==> config.mk <==
export PLATFORM = sky130hd
export DESIGN_NAME = interleaver
export DESIGN_NICKNAME = d
export VERILOG_FILES = /design/src/rtl/interleaver_pkg.sv /design/src/rtl/interleaver_addr_gen.sv /design/src/rtl/interleaver.sv
export SDC_FILE = /design/constraint.sdc
export NUM_CORES = 1
export LEC_CHECK = 0
export BUFFER_PORTS_ARGS = -buffer_cell sky130_fd_sc_hd__buf_2
export CORE_MARGIN = 8
export CORE_UTILIZATION = 55
export DETAILED_ROUTE_END_ITERATION = 12
export PLACE_DENSITY = 0.72
export SLEW_MARGIN = 20
export SYNTH_ARGS = -nofsm -noshare
export SYNTH_HDL_FRONTEND = slang
export SYNTH_SLANG_ARGS = --single-unit
==> constraint.sdc <==
create_clock -name clock -period 5.95 [get_ports clock]
set_input_delay 0.2975 -clock clock [delete_from_list [all_inputs] [get_ports clock]]
set_output_delay 0.2975 -clock clock [all_outputs]
set_load 0.01 [all_outputs]
==> src/rtl/interleaver_pkg.sv <==
// Shared 802.11a interleaver/deinterleaver definitions: mode encodings and per-mode constants.
package interleaver_pkg;
    localparam int MAX_NCBPS = 288;
    localparam int ADDR_W    = 9;

    typedef enum logic [1:0] {
        MODE_BPSK  = 2'd0,
        MODE_QPSK  = 2'd1,
        MODE_16QAM = 2'd2,
        MODE_64QAM = 2'd3
    } mode_t;

    function automatic logic [ADDR_W-1:0] ncbpsOf(input logic [1:0] m);
        case (m)
            MODE_BPSK:  ncbpsOf = 9'd48;
            MODE_QPSK:  ncbpsOf = 9'd96;
            MODE_16QAM: ncbpsOf = 9'd192;
            default:    ncbpsOf = 9'd288;
        endcase
    endfunction

    function automatic logic [2:0] nbpscOf(input logic [1:0] m);
        case (m)
            MODE_BPSK:  nbpscOf = 3'd1;
            MODE_QPSK:  nbpscOf = 3'd2;
            MODE_16QAM: nbpscOf = 3'd4;
            default:    nbpscOf = 3'd6;
        endcase
    endfunction

    // s = max(NBPSC/2, 1)
    function automatic logic [1:0] sOf(input logic [1:0] m);
        case (m)
            MODE_16QAM: sOf = 2'd2;
            MODE_64QAM: sOf = 2'd3;
            default:    sOf = 2'd1;
        endcase
    endfunction

    // NCBPS/16: distance in i between consecutive k within a row of 16
    function automatic logic [4:0] colStepOf(input logic [1:0] m);
        case (m)
            MODE_BPSK:  colStepOf = 5'd3;
            MODE_QPSK:  colStepOf = 5'd6;
            MODE_16QAM: colStepOf = 5'd12;
            default:    colStepOf = 5'd18;
        endcase
    endfunction
endpackage

==> src/rtl/interleaver_addr_gen.sv <==
// Incremental 802.11a write-address generator: j for the current k, plus block start/last flags.
module interleaver_addr_gen #(
    parameter int ADDR_W = interleaver_pkg::ADDR_W
) (
    input  logic              clock,
    input  logic              reset,
    input  logic              advance,
    input  logic [1:0]        mode,
    output logic [ADDR_W-1:0] addr,
    output logic              last,
    output logic              start
);
    import interleaver_pkg::*;

    logic [3:0]        col;      // k mod 16, which is also floor(16*i/NCBPS)
    logic [4:0]        row;      // floor(k/16)
    logic [ADDR_W-1:0] idx;      // i
    logic [1:0]        rowModS;  // i mod s (NCBPS/16 is a multiple of s, so it is row mod s)
    logic [1:0]        colModS;
    logic [1:0]        s;
    logic [4:0]        step;
    logic [1:0]        rot;

    assign s     = sOf(mode);
    assign step  = colStepOf(mode);
    assign last  = (col == 4'd15) && (row == step - 5'd1);
    assign start = (col == 4'd0) && (row == 5'd0);

    // (i + NCBPS - col) mod s, with NCBPS a multiple of s
    always_comb begin
        rot = rowModS - colModS;
        if (rowModS < colModS) rot = rowModS + s - colModS;
    end

    assign addr = idx - ADDR_W'(rowModS) + ADDR_W'(rot);

    always_ff @(posedge clock or negedge reset) begin
        if (!reset) begin
            col     <= '0;
            row     <= '0;
            idx     <= '0;
            rowModS <= '0;
            colModS <= '0;
        end else if (advance) begin
            if (last) begin
                col     <= '0;
                row     <= '0;
                idx     <= '0;
                rowModS <= '0;
                colModS <= '0;
            end else if (col == 4'd15) begin
                col     <= '0;
                row     <= row + 5'd1;
                idx     <= ADDR_W'(row + 5'd1);
                rowModS <= (rowModS == s - 2'd1) ? 2'd0 : rowModS + 2'd1;
                colModS <= '0;
            end else begin
                col     <= col + 4'd1;
                idx     <= idx + ADDR_W'(step);
                colModS <= (colModS == s - 2'd1) ? 2'd0 : colModS + 2'd1;
            end
        end
    end
endmodule

==> src/rtl/interleaver.sv <==
// 802.11a transmit block interleaver with ping-pong banks, 1 bit/cycle in and out.
// Optional INTERLEAVER_BLOCK_START_EN adds outputFirst marking output index 0 of each block.
module interleaver #(
    parameter int MAX_NCBPS = interleaver_pkg::MAX_NCBPS,
    parameter int ADDR_W    = interleaver_pkg::ADDR_W
) (
    input  logic       clock,
    input  logic       reset,
    input  logic       inputData,
    input  logic       inputValid,
    input  logic [1:0] mode,
`ifdef INTERLEAVER_BLOCK_START_EN
    output logic       outputFirst,
`endif
    output logic       outputData,
    output logic       outputValid
);
    import interleaver_pkg::*;

    typedef enum logic {IDLE, READ} rdState_t;

    logic [1:0][MAX_NCBPS-1:0] bank;
    logic [1:0][1:0]           bankMode;
    logic [1:0]                full;
    logic                      wrBank, rdBank, nxtBank;
    logic [1:0]                wrMode, effMode;
    logic [ADDR_W-1:0]         wrAddr, rdIdx;
    logic                      wrLast, wrStart;
    rdState_t                  state;

    // The mode on the first bit of a block governs that bit's step as well.
    assign effMode = wrStart ? mode : wrMode;
    assign nxtBank = ~rdBank;

    interleaver_addr_gen #(.ADDR_W(ADDR_W)) uAddrGen (
        .clock  (clock),
        .reset  (reset),
        .advance(inputValid),
        .mode   (effMode),
        .addr   (wrAddr),
        .last   (wrLast),
        .start  (wrStart)
    );

    always_ff @(posedge clock) begin
        if (inputValid) bank[wrBank][wrAddr] <= inputData;
    end

    always_ff @(posedge clock or negedge reset) begin
        if (!reset) begin
            wrBank      <= 1'b0;
            wrMode      <= MODE_BPSK;
            bankMode    <= '0;
            full        <= '0;
            rdBank      <= 1'b0;
            rdIdx       <= '0;
            state       <= IDLE;
            outputData  <= 1'b0;
            outputValid <= 1'b0;
`ifdef INTERLEAVER_BLOCK_START_EN
            outputFirst <= 1'b0;
`endif
        end else begin
            if (inputValid) begin
                if (wrStart) begin
                    wrMode           <= mode;
                    bankMode[wrBank] <= mode;
                end
                if (wrLast) begin
                    full[wrBank] <= 1'b1;
                    wrBank       <= ~wrBank;
                end
            end

            case (state)
                IDLE: begin
                    if (full[rdBank]) begin
                        outputData  <= bank[rdBank][0];
                        outputValid <= 1'b1;
                        rdIdx       <= ADDR_W'(1);
                        state       <= READ;
                    end else begin
                        outputData  <= 1'b0;
                        outputValid <= 1'b0;
                    end
`ifdef INTERLEAVER_BLOCK_START_EN
                    outputFirst <= full[rdBank];
`endif
                end
                READ: begin
                    if (rdIdx == ADDR_W'(ncbpsOf(bankMode[rdBank]))) begin
                        // Last bit went out on the previous edge; chain straight into the other bank.
                        full[rdBank] <= 1'b0;
                        rdBank       <= nxtBank;
                        if (full[nxtBank]) begin
                            outputData  <= bank[nxtBank][0];
                            outputValid <= 1'b1;
                            rdIdx       <= ADDR_W'(1);
                        end else begin
                            outputData  <= 1'b0;
                            outputValid <= 1'b0;
                            rdIdx       <= '0;
                            state       <= IDLE;
                        end
`ifdef INTERLEAVER_BLOCK_START_EN
                        outputFirst <= full[nxtBank];
`endif
                    end else begin
                        outputData  <= bank[rdBank][rdIdx];
                        outputValid <= 1'b1;
                        rdIdx       <= rdIdx + ADDR_W'(1);
`ifdef INTERLEAVER_BLOCK_START_EN
                        outputFirst <= 1'b0;
`endif
                    end
                end
                default: state <= IDLE;
            endcase
        end
    end
endmodule
==> results.sh, run 1 <==
export IMPL_post_route_min_period_ns=5.843
export IMPL_ys_seq_area_share_pct=61.84
export IMPL_hold_class="in -> reg"
export IMPL_vias=20647
export IMPL_top_layer_used="met4"
export IMPL_n_fill_cell=3758
export IMPL_drtAntennaViolNets=0
export IMPL_dr_wl_met3_um=9359
export IMPL_ys_warn_count=0
export IMPL_syn_area_per_cell_um2=13.39
export IMPL_viasPerCell=6.968
export IMPL_io_buffers=7
export IMPL_clkLatencyLatePin_ns=0.62
export IMPL_h_tree_depth=3
export IMPL_synthArstFlopShare_pct=6.947
export IMPL_dr_wl_met2_um=39770
export IMPL_antenna_found_initial=0
export IMPL_whs_ns=0.03886
export IMPL_syn_instance_count=2219
export IMPL_drtPass1Iterations=5
export IMPL_clockBufferDepth=3
export IMPL_drive_above_1_share_pct=29.69
export IMPL_nets=2260
export IMPL_root_buffer="clkbuf_16"
export IMPL_cts_buffers=67
export IMPL_endpoint_kind="flip-flop"
export IMPL_dp_cells=2795
export IMPL_synth_seq_cells=619
export IMPL_synth_flop_cell="edfxtp_1"
export IMPL_rsz0062_at_grt="true"
export IMPL_synth_top_area_share_pct=58.22
export IMPL_wl_um=83470
export IMPL_grt_overflow=0
export IMPL_grt_usage_pct=23.93
export IMPL_slew_violations=0
export IMPL_start_kind="flip-flop"
export IMPL_multi_input_area_um2=11610
export IMPL_final_cell_mix="edfxtp_1 (576), nor3_1 (364), nor3_2 (215)"
export IMPL_grt_pass1_vias=19571
export IMPL_die_w_um=248.4
export IMPL_synth_edff_count=576
export IMPL_slowest_delay_ns=0.52
export IMPL_synthAdderAreaFrac_pct=1.659
export IMPL_slew_headroom_pct=21.60
export IMPL_mostFrequentLayoutCell="edfxtp_1"
export IMPL_area_growth_pct=18.27
export IMPL_fin_cells=2963
export IMPL_synth_top_family_by_area="simple AND/OR/NAND/NOR gates"
export IMPL_ys_types=66
export IMPL_m1WireLength_um=30650
export IMPL_crit_chain="inv_1 > ha_1 > or4b_4 > or2_4 > mux2i_2 > inv_1 > ha_2 > inv_1 > ha_2 > xnor2_1 > xnor2_1 > xnor2_1 > mux2_2 > fa_1 > buf_4 > fa_2 > a21o_1 > a21oi_2 > o21bai_1 > a21oi_2 > xor2_4 > nand2_8 > clkbuf_16 > nor3_1"
export IMPL_ys_top_cells_by_area="edfxtp_1 (58%), mux4_2 (11%), nor3_1 (9.9%), dfrtp_1 (3.6%), nand3_1 (2.4%)"
export IMPL_worst_setup_path_type="reg -> reg"
export IMPL_muxShareOfSynthArea_pct=12.16
export IMPL_worstMarginPinSlew_ns=1.174
export IMPL_final_seq_area_um2=18380
export IMPL_synth_compound_area_share_pct=3.689
export IMPL_dpl_hpwl_um=44980
export IMPL_die_area_um2=61710
export IMPL_grt_max_degree=249
export IMPL_grt_pass1_wl_um=117100
export IMPL_tritoncts="yes"
export IMPL_drtIter0Drc=2967
export IMPL_clock_sinks=619
export IMPL_yosys_area_top_type="edfxtp_1"
export IMPL_setup_viol=0
export IMPL_path_clk_slew_ns=0.06
export IMPL_row_count=85
export IMPL_die_y_um=248.4
export IMPL_finClkSkew_ns=0.02258
export IMPL_ios=8
export IMPL_cp_max_fo=36
export IMPL_finalHoldViolations=0
export IMPL_coreArea_um2=53600
export IMPL_drc=0
export IMPL_synth_area_um2=29710
export IMPL_cp_arrival_ns=6.14
export IMPL_synth_xor_xnor_area_share_pct=1.146
export IMPL_status="finished clean"
export IMPL_fin_crit_sh_pct=98.21
export IMPL_diodes=0
export IMPL_synth_net_count=2262
export IMPL_crit_slowest_cell="fa_1"
export IMPL_fmax_mhz=171.1
export IMPL_initial_utilization_pct=55.42
export IMPL_synth_simple_gate_area_share_pct=15.50
export IMPL_cp_required_ns=6.24
export IMPL_wl_per_cell_um=28.17
export IMPL_place_congestion=0.9368
export IMPL_cap_violations=0
repair_timing:
| action | CTS | global route |
|---|---|---|
| cloned | 2 | 27 |
| setup buffers | 4 | 14 |
| setup endpoints to repair | 433 | 576 |
| pin swaps | 1 | 10 |
| hold buffers | 2 | 0 |
| endpoints found under the hold margin | 45 | 0 |
| resized for setup | 6 | 304 |
Yosys cell counts (all sizes together), types with 11 or more instances:
master,instances
o21ai,42
clkbuf,121
ha,33
nor2b,14
xor2,17
nor3,588
a21oi,26
a22oi,20
mux4,142
mux2i,29
edfxtp,576
inv,34
nand2,63
nor2,66
nand3,145
dfrtp,43
mux2,11
xnor2,21
buf,97
through the flow:
| stage | setup slack, ns | cell area [µm²] | TNS [ns] | util [%] |
|---|---|---|---|---|
| after CTS | 0.03271 | 32950 | 0 | 61.47 |
| after global routing | -0.1404 | 35140 | -27.22 | 65.55 |
| after detailed placement | -0.1753 | 30640 | -35.66 | 57.16 |
| final | 0.1067 | 35140 | 0 | 65.55 |
| after global placement | -0.02622 | 30640 | -1.520 | 57.16 |
| after floorplan | -0.02006 | 29740 | -2.307 | - |
flip-flops by register name, indices dropped and copies added, names as in the netlist:
register and flops:
uAddrGen.col 4, rdIdx 9, uAddrGen.rowModS 2, uAddrGen.row 5, state 1, outputData 1
wrBank 1, wrMode 2, bankMode 4, uAddrGen.idx 9, uAddrGen.colModS 2, rdBank 1
bank 576, full 2
layer usage:
| layer | vias to the layer above | global-route usage (%) |
|---|---|---|
| met3 | 249 | 4.537 |
| met4 | 0 | 8.933 |
| met1 | 10427 | 32.36 |
| li1 | 8667 | - |
| met5 | - | 0 |
| met2 | 1304 | 38.53 |
final timing paths:
path	from	slack (ns)	endpoint	cells past startpoint
worst min register to register	bankMode[2]$_DFFE_PN0P_	0.48	bankMode[2]$_DFFE_PN0P_	2
min in group asynchronous	reset	0.25	bankMode[1]$_DFFE_PN0P_	2
max in group asynchronous	reset	5.23	rdIdx[0]$_DFFE_PN0P_	2
worst max register to register	uAddrGen.row[0]$_DFFE_PN0P_	0.11	bank[311]$_DFFE_PP_	24
worst max-delay path	uAddrGen.row[0]$_DFFE_PN0P_	0.11	bank[311]$_DFFE_PP_	24
worst min-delay path	mode[0]	0.04	bankMode[2]$_DFFE_PN0P_	3
worst max-delay path: cells and delay by family, from the launching register on:
family | cells | cell delay, ns
buffers and inverters | 5 | 0.71
multiplexers | 2 | 0.47
AND/OR/NAND/NOR | 4 | 1.19
flip-flops | 1 | 0.38
XOR/XNOR | 4 | 0.64
AO/OA/AOI/OAI | 4 | 0.70
adder cells (fa/ha/maj) | 5 | 1.39
cell families (layout without fill, tap and decap cells):
kind of cell | Yosys count | after routing
AND/OR/NAND/NOR | 929 | 929
flip-flops | 619 | 619
buffers and inverters | 252 | 299
multiplexers | 182 | 182
AO/OA/AOI/OAI | 162 | 162
XOR/XNOR | 38 | 39
adder cells (fa/ha/maj) | 37 | 37
cell type report:
cell class	instances	share of cell area (%)
sequential	619	52.31
multi-input combinational	1349	33.04
timing repair buffer	146	5.633
clock buffer	88	5.352
tap	696	2.478
clock inverter	31	0.8226
inverter	34	0.3632
Power of run 1 is not shown: default switching activity piles up to over one toggle a cycle in this logic, so the estimate is an artifact.
==> run 2: changes to the inputs <==
- CELL_PAD_IN_SITES_DETAIL_PLACEMENT: not set -> 0
- CELL_PAD_IN_SITES_GLOBAL_PLACEMENT: not set -> 2
- CORE_UTILIZATION: 55 -> 42
- PLACE_DENSITY: 0.72 -> 0.75
==> results.sh, run 2 (same netlist as run 1, synthesis figures left out) <==
export IMPL_cpMostUsedCell="ha_1"
export IMPL_coreArea_um2=70030
export IMPL_tns_ns=0
export IMPL_root_buffer="clkbuf_16"
export IMPL_status="finished clean"
export IMPL_row_count=97
export IMPL_stdcell_area_um2=34710
export IMPL_clock_sinks=619
export IMPL_fin_crit_sh_pct=96.60
export IMPL_drtIter0Drc=2065
export IMPL_dpl_hpwl_um=51980
export IMPL_slew_violations=0
export IMPL_die_w_um=282.0
export IMPL_fmax_mhz=174.0
export IMPL_cap_violations=0
export IMPL_tritoncts="yes"
export IMPL_slowest_delay_ns=0.48
export IMPL_dp_cells=3067
export IMPL_final_cell_mix="edfxtp_1 (576), nor3_1 (452), mux4_2 (142)"
export IMPL_start_kind="flip-flop"
export IMPL_worstMarginPinSlew_ns=1.097
export IMPL_post_route_min_period_ns=5.748
export IMPL_finClkSkew_ns=0.02306
export IMPL_initial_utilization_pct=42.42
export IMPL_grt_overflow=0
export IMPL_vias=19926
export IMPL_largest_register="bank"
export IMPL_path_clk_slew_ns=0.06
export IMPL_cp_arrival_ns=6.04
export IMPL_antenna_found_initial=0
export IMPL_io_buffers=7
export IMPL_rsz0062_at_grt="true"
export IMPL_viasPerCell=6.204
export IMPL_mostFrequentLayoutCell="edfxtp_1"
export IMPL_largest_reg_flops=576
export IMPL_ios=8
export IMPL_finalHoldViolations=0
export IMPL_grt_usage_pct=20.84
export IMPL_hold_class="in -> reg"
export IMPL_grt_max_degree=236
export IMPL_drive_above_1_share_pct=25.66
export IMPL_drtAntennaViolNets=0
export IMPL_setup_viol=0
export IMPL_drtPass1Iterations=5
export IMPL_cp_required_ns=6.24
export IMPL_clkLatencyLatePin_ns=0.62
export IMPL_fin_cells=3212
export IMPL_crit_slowest_cell="fa_1"
export IMPL_place_congestion=0.8077
export IMPL_drc=0
export IMPL_grt_pass1_vias=19390
export IMPL_largestRegisters="bank: 576 flops, rdIdx: 9 flops, uAddrGen.idx: 9 flops"
export IMPL_die_y_um=282.0
export IMPL_die_area_um2=79500
export IMPL_n_fill_cell=6091
export IMPL_wl_um=86630
export IMPL_clockBufferDepth=3
export IMPL_cp_max_fo=11
export IMPL_gr_max_usage_layer="met2"
export IMPL_grt_util_met2_pct=33.31
export IMPL_cts_buffers=70
export IMPL_placed_cell_area_um2=31180
export IMPL_nets=2266
export IMPL_endpoint_kind="flip-flop"
export IMPL_h_tree_depth=3
export IMPL_diodes=0
export IMPL_met1_usage_pct=29.47
export IMPL_slew_headroom_pct=26.74
export IMPL_grt_pass1_wl_um=126500
export IMPL_area_growth_pct=16.84
export IMPL_wl_per_cell_um=26.97
export IMPL_grtUsageMet3_pct=3.318
export IMPL_worst_setup_path_type="reg -> reg"
## run 2: changes by cell type in the layout (fill, tap and decap cells not counted), moves of 4 or more
cell       delta
nor3_1       +88
nand3_4      +11
clkbuf_16     -9
clkbuf_1      +7
nor2_2        -4
nor3_2       -85
buf_4        +20
buf_16        -8
nand3_1      -11
## run 2: metrics by stage
step                worst slack (ns)  util [%]  hold slack (ns)
floorplan                   -0.02006         -         0.001909
global placement             -0.1558     44.52           0.4214
detailed placement           -0.1899     44.52           0.4280
CTS                          0.05693     47.71         0.002136
global route                -0.06045     49.57          0.03241
finish                        0.2024     49.57          0.04154
## run 2: final timing paths
check	startpoint	cells past startpoint	slack [ns]	end
max	uAddrGen.col[0]$_DFFE_PN0P_	25	0.20	bank[489]$_DFFE_PP_
min	mode[0]	3	0.04	bankMode[2]$_DFFE_PN0P_
max reg2reg	uAddrGen.col[0]$_DFFE_PN0P_	25	0.20	bank[489]$_DFFE_PP_
min reg2reg	bankMode[0]$_DFFE_PN0P_	2	0.49	bankMode[0]$_DFFE_PN0P_
max in group asynchronous	reset	3	5.15	rdBank$_DFFE_PN0P_
min in group asynchronous	reset	3	0.33	uAddrGen.col[1]$_DFFE_PN0P_
## run 2: critical path: cells and delay by family (launching register included)
kind | cells | cell delay, ns
mux | 2 | 0.47
compound gates | 4 | 0.61
flops | 1 | 0.39
fa+ha+maj | 5 | 1.28
xor+xnor | 4 | 0.53
simple gates | 4 | 1.36
buf+inv | 6 | 0.80
## run 2: timing repair
item,4_1_cts,5_1_grt
hold endpoints to repair,45,0
setup endpoints to repair,263,563
cloned,1,9
setup buffers,0,12
resized for setup,3,193
hold buffers,2,0
pin swaps,0,4
## run 2: cell type report
type                            count  area (µm²)  area share, %
Clock inverter                     25       209.0         0.6020
Timing Repair Buffer              149        1628          4.690
Inverter                           34       127.6         0.3677
Clock buffer                       96        1966          5.663
Tap cell                          940        1176          3.388
Sequential cell                   619       18380          52.96
Multi-Input combinational cell   1349       11220          32.33
## run 2: per-layer routing
layer / vias to the layer above / share of wire [%]
met5: - / 0
met4: 0 / 2.7
met3: 140 / 6.7
met2: 727 / 48
met1: 10380 / 43
li1: 8679 / -
Power of run 2 is left out for the same reason.
